`src/rtl/shot_link_initiator.sv`:
```
// Initiator side of the inter-board shot link: frames a fire request as
// header + position bytes on the UART TX stream, then waits for the opponent's
// result byte. It retransmits the frame when no response arrives and raises
// link_err once every attempt has timed out.
//
// state     | meaning
// ----------+-----------------------------------------------------------
// IDLE      | no shot in flight, waiting for an in-range fire request
// SEND_HDR  | presenting HDR_BYTE on tx_data until the UART accepts it
// SEND_POS  | presenting the latched position until the UART accepts it
// WAIT_RESP | timing the opponent's response window for this attempt
module shot_link_initiator #(
    parameter logic [7:0] HDR_BYTE       = 8'hA5,
    parameter logic [5:0] RESP_TAG       = 6'b110000,
    parameter int         TIMEOUT_CYCLES = 1_000_000,
    parameter int         MAX_RETRY      = 3
) (
    input  logic       clk,
    input  logic       rst_n,
    input  logic       fire,
    input  logic [7:0] fire_pos,
    output logic [7:0] tx_data,
    output logic       tx_valid,
    input  logic       tx_ready,
    input  logic [7:0] rx_data,
    input  logic       rx_valid,
    output logic       busy,
    output logic       result_valid,
    output logic [1:0] result_code,
    output logic [7:0] result_pos,
    output logic       link_err
);

    localparam int TW = $clog2(TIMEOUT_CYCLES);
    localparam int RW = (MAX_RETRY > 0) ? $clog2(MAX_RETRY + 1) : 1;
    localparam logic [TW-1:0] TMO_LAST  = TW'(TIMEOUT_CYCLES - 1);
    localparam logic [RW-1:0] RETRY_MAX = RW'(MAX_RETRY);

    typedef enum logic [1:0] {
        IDLE,
        SEND_HDR,
        SEND_POS,
        WAIT_RESP
    } state_t;

    state_t        state, state_nxt;
    logic [7:0]    pos_q, pos_nxt;
    logic [RW-1:0] retry_cnt, retry_nxt;
    logic [TW-1:0] tmo_cnt, tmo_nxt;
    logic          res_valid_nxt;
    logic [1:0]    res_code_nxt;
    logic [7:0]    res_pos_nxt;
    logic          link_err_nxt;

    logic pos_ok;
    logic resp_ok;
    logic timeout;

    assign pos_ok  = (fire_pos[7:4] <= 4'd9) && (fire_pos[3:0] <= 4'd9);
    assign resp_ok = rx_valid && (rx_data[7:2] == RESP_TAG) && (rx_data[1:0] != 2'b01);
    assign timeout = (tmo_cnt == TMO_LAST);
    assign busy    = (state != IDLE);

    // Next-state, counter updates and TX byte selection; a valid response
    // takes priority over a timeout landing in the same cycle.
    always_comb begin
        state_nxt     = state;
        pos_nxt       = pos_q;
        retry_nxt     = retry_cnt;
        tmo_nxt       = tmo_cnt;
        res_valid_nxt = 1'b0;
        res_code_nxt  = result_code;
        res_pos_nxt   = result_pos;
        link_err_nxt  = 1'b0;
        tx_valid      = 1'b0;
        tx_data       = 8'h00;
        case (state)
            IDLE: begin
                if (fire && pos_ok) begin
                    state_nxt = SEND_HDR;
                    pos_nxt   = fire_pos;
                    retry_nxt = '0;
                end
            end
            SEND_HDR: begin
                tx_valid = 1'b1;
                tx_data  = HDR_BYTE;
                if (tx_ready) begin
                    state_nxt = SEND_POS;
                end
            end
            SEND_POS: begin
                tx_valid = 1'b1;
                tx_data  = pos_q;
                if (tx_ready) begin
                    state_nxt = WAIT_RESP;
                    tmo_nxt   = '0;
                end
            end
            WAIT_RESP: begin
                if (resp_ok) begin
                    state_nxt     = IDLE;
                    res_valid_nxt = 1'b1;
                    res_code_nxt  = rx_data[1:0];
                    res_pos_nxt   = pos_q;
                end else if (timeout) begin
                    if (retry_cnt == RETRY_MAX) begin
                        state_nxt    = IDLE;
                        link_err_nxt = 1'b1;
                    end else begin
                        state_nxt = SEND_HDR;
                        retry_nxt = retry_cnt + 1'b1;
                    end
                end else begin
                    tmo_nxt = tmo_cnt + 1'b1;
                end
            end
            default: begin
                state_nxt = IDLE;
            end
        endcase
    end

    // State register.
    always_ff @(posedge clk or negedge rst_n) begin
        if (!rst_n) begin
            state <= IDLE;
        end else begin
            state <= state_nxt;
        end
    end

    // Latched position, counters and registered result/error strobes.
    always_ff @(posedge clk or negedge rst_n) begin
        if (!rst_n) begin
            pos_q        <= 8'h00;
            retry_cnt    <= '0;
            tmo_cnt      <= '0;
            result_valid <= 1'b0;
            result_code  <= 2'b00;
            result_pos   <= 8'h00;
            link_err     <= 1'b0;
        end else begin
            pos_q        <= pos_nxt;
            retry_cnt    <= retry_nxt;
            tmo_cnt      <= tmo_nxt;
            result_valid <= res_valid_nxt;
            result_code  <= res_code_nxt;
            result_pos   <= res_pos_nxt;
            link_err     <= link_err_nxt;
        end
    end

endmodule
```
`config.mk`:
```
export PLATFORM = sky130hd
export DESIGN_NAME = shot_link_initiator
export DESIGN_NICKNAME = d
export VERILOG_FILES = /design/src/rtl/shot_link_initiator.sv
export SDC_FILE = /design/constraint.sdc
export NUM_CORES = 1
export LEC_CHECK = 0
export CAP_MARGIN = 20
export CORE_UTILIZATION = 30
export DETAILED_ROUTE_END_ITERATION = 16
export GPL_TIMING_DRIVEN = 0
export SLEW_MARGIN = 20
export SYNTH_ARGS = -nofsm -noshare
export SYNTH_HDL_FRONTEND = slang
export SYNTH_SLANG_ARGS = --single-unit
```
`constraint.sdc`:
```
create_clock -name clk -period 5.3 [get_ports clk]
set_clock_uncertainty 0.1 [all_clocks]
set_input_delay 1.06 -clock clk [delete_from_list [all_inputs] [get_ports clk]]
set_output_delay 1.06 -clock clk [all_outputs]
set_load 0.01 [all_outputs]
```
==> qor.txt <==
status: complete, no violations
Min-Delay Startpoint: result_pos[0]
first-pass GRT wire length: 10700 um
TritonCTS buffer count: 5
share of cell area taken by muxes after synthesis: 8.23%
number of core rows: 33
number of vias per cell: 5.39
starting density of the core: 31.3%
actual transition at the worst max-transition pin: 537 ps
average cell area after synthesis: 10.4 um2
count of flip-flops with a built-in enable after synthesis: 0
basic-gate share of the synthesized area counting and, or, nand and nor cells: 27.1%
number of warnings printed during yosys synthesis: 0
H-tree depth: 2
TritonCTS clock tree: built
maximum net fanout on the critical path: 10
Leak Pwr: 1.37 nW
Critical Path RT: 4140 ps
floorplan die area: 9040 um2
unrepaired setup endpoints after global routing: false
Horiz. Die Dim: 95.1 um
routed len/inst: 15.5 um
Setup WS pre-CTS: 2180 ps
Routed Wire Length: 6280 um
cts-stage hold buffer count: 0
Crit Path Class: flip-flop to primary output
end point of the worst hold path: result_pos[0]
power density of the placed cells: 436 nW/um2
CP Launch Type: flip-flop
fraction of the mapped netlist area in compound gates: 13.7%
via count of the first global-routing pass: 2206
hold crit path type: flip-flop to flip-flop
RePlAce Congestion: 0.805
period utilization: 65.2%
number of instances in the synthesized netlist: 251
endpoints failing hold: 0
post-route ant nets: 0
Netlist Area Pre-Place: 2600 um2
final critical delay including setup and external delays: 3450 ps
Total Nets Final: 329
asr flop ratio synth: 100%
#FFs+latches synth: 44
number of buffers inserted by port buffering: 42
area delta synth->final: 25.6%
remaining routing DRC violations: 0
Inserted Diodes: 0
total global routing overflow: 0
top flip-flop cell by instance count after synthesis: dfrtp_1
Num Clock Sinks: 44
Post CTS Setup Buffer Count: 0
maximum ir drop on the vdd rail: 0.207 mV
setup ws final: 1850 ps
WHS Path Cells: 1
core area: 8300 um2
minimum setup slack among reg-to-reg paths: 3020 ps
Via Count: 2183
clock latency on the worst-skew pair: 300 ps
iteration-0 DRC count of the detailed router: 117
commonest non-fill, non-tap cell in the layout: dfrtp_1
Worst Reg-to-Reg Cells: 7
capturing element type of the critical path: primary output
Cell variety after synth: 52
upper clock frequency limit: 0.290 GHz
critical register-to-register path endpoint: tmo_cnt[12]
number of failing setup endpoints in the final timing report: 0
clock root buffer master: clkbuf_8
reg-to-reg startpoint: state[0]
placed wire-length estimate: 4690 um
Synth Area in XOR/XNOR: 0.337%
Die Height: 95.1 um
headroom to the max-slew limit: 63.9%
final count of pins violating max slew: 0
pin count of the biggest net entering global routing: 28
final setup TNS: 0 ps
Clock transition at path regs: 80 ps
number of maximum-capacitance violations: 0
overall global routing resource usage: 15.1%
number of detailed-routing iterations run before antenna repair: 4
number of buffers between clock root and the deepest sink: 2
fraction of layout instances using a drive strength above 1: 18.0%
main combinational cell family by area after synthesis: simple AND/OR/NAND/NOR gates
overall power after layout: 1.42 mW
data arrival time of the critical path: 2290 ps
quantity of gates resized following cts: 0
net count after synthesis: 279
initial antenna violation count: 0
synthesized-area fraction occupied by adder cells: 3.37%
most frequent cells in the layout: dfrtp_1 (44), clkdlybuf4s50_1 (41), mux2_2 (18)
sequential element share of the synthesized area: 42.4%
Ports: 43
==> logic make-up (layout without fill, tap and decap cells) <==
family                     after synthesis  count (layout)
xor gates and xnor gates                 1               1
buffers and inverters                   21              70
and+or+nand+nor                        109             109
DFF                                     44              44
muxes                                   19              19
adders and majority gates                7               7
AOI/OAI and AO/OA                       50              50
==> critical path: stages (launching register included) <==
cell and delay, ps:
dfrtp_1 400, inv_1 150, ha_1 190, clkbuf_1 420, a21oi_1 120, nor2b_1 150
clkdlybuf4s50_1 570
==> final cells by class <==
class / count / area (um2)
flip-flops and latches: 44 / 1100
well taps: 105 / 131
repair buffers: 43 / 435
clock buffers: 5 / 68.8
multi-input cells: 186 / 1370
fillers: 813 / 5030
inverters: 9 / 33.8
clock inverters: 1 / 30.0
plain buffers: 12 / 93.8
==> cell usage after synthesis, types with 5 or more instances <==
library cell   n  share of area, %
nand3b_1       6               1.7
nand3_1       14               2.7
a21oi_1        7               1.3
or4_1          5               1.4
a31oi_1        9               2.2
nand4_1       13               3.1
nand2_1       13               1.9
nor2_1        15               2.2
inv_1          8               1.2
ha_1           7               3.4
o221ai_1       5               1.7
nor3_1         5              0.96
buf_6          6               2.6
mux2_2        18               7.8
o21ai_0       12               2.3
dfrtp_1       44                42
and2_1         5               1.2
==> flip-flops by register name (all words and copies together) (netlist names) <==
register and cells:
result_code 2, result_pos 8, state 2, tmo_cnt 20
link_err 1, pos_q 8, result_valid 1, retry_cnt 2
==> metal layers <==
layer  global-route usage [%]  part of all wire (%)  vias up
li1                         -                     -     1038
met1                     19.0                    45     1082
met2                     25.4                    49       59
met3                     3.51                   5.4        4
met4                     4.67                  0.73        0
met5                        0                     0        -
==> worst max path at each step <==
stage / start / end / slack, ps / cells past startpoint
final: state[0] / tx_data[0] / 1850 / 6
after detailed placement: state[0] / tx_data[0] / 2180 / 6
after floorplan: state[0] / tx_data[0] / 2880 / 5
after global placement: rst_n / result_pos[5] / 1770 / 1
after global routing: state[0] / tx_data[0] / 1670 / 6
after CTS: state[0] / tx_data[0] / 1830 / 6
==> power by group <==
group | leakage, nW | total [mW] | switching [mW] | internal [mW]
registers | 0.586 | 0.497 | 0.0799 | 0.417
clock network | 0.0501 | 0.248 | 0.112 | 0.135
logic | 0.734 | 0.678 | 0.362 | 0.316
==> metrics by stage <==
stage / hold slack [ps] / instance area (um2) / instances / utilization [%]
3_5_place_dp: 395 / 3170 / 399 / 38.1
5_1_grt: 435 / 3260 / 405 / 39.3
3_3_place_gp: 387 / 3150 / 398 / 38.0
4_1_cts: 416 / 3260 / 405 / 39.3
2_1_floorplan: 385 / 2600 / 251 / -
6_report: 411 / 3260 / 405 / 39.3
(Power assumes the default switching activity.)
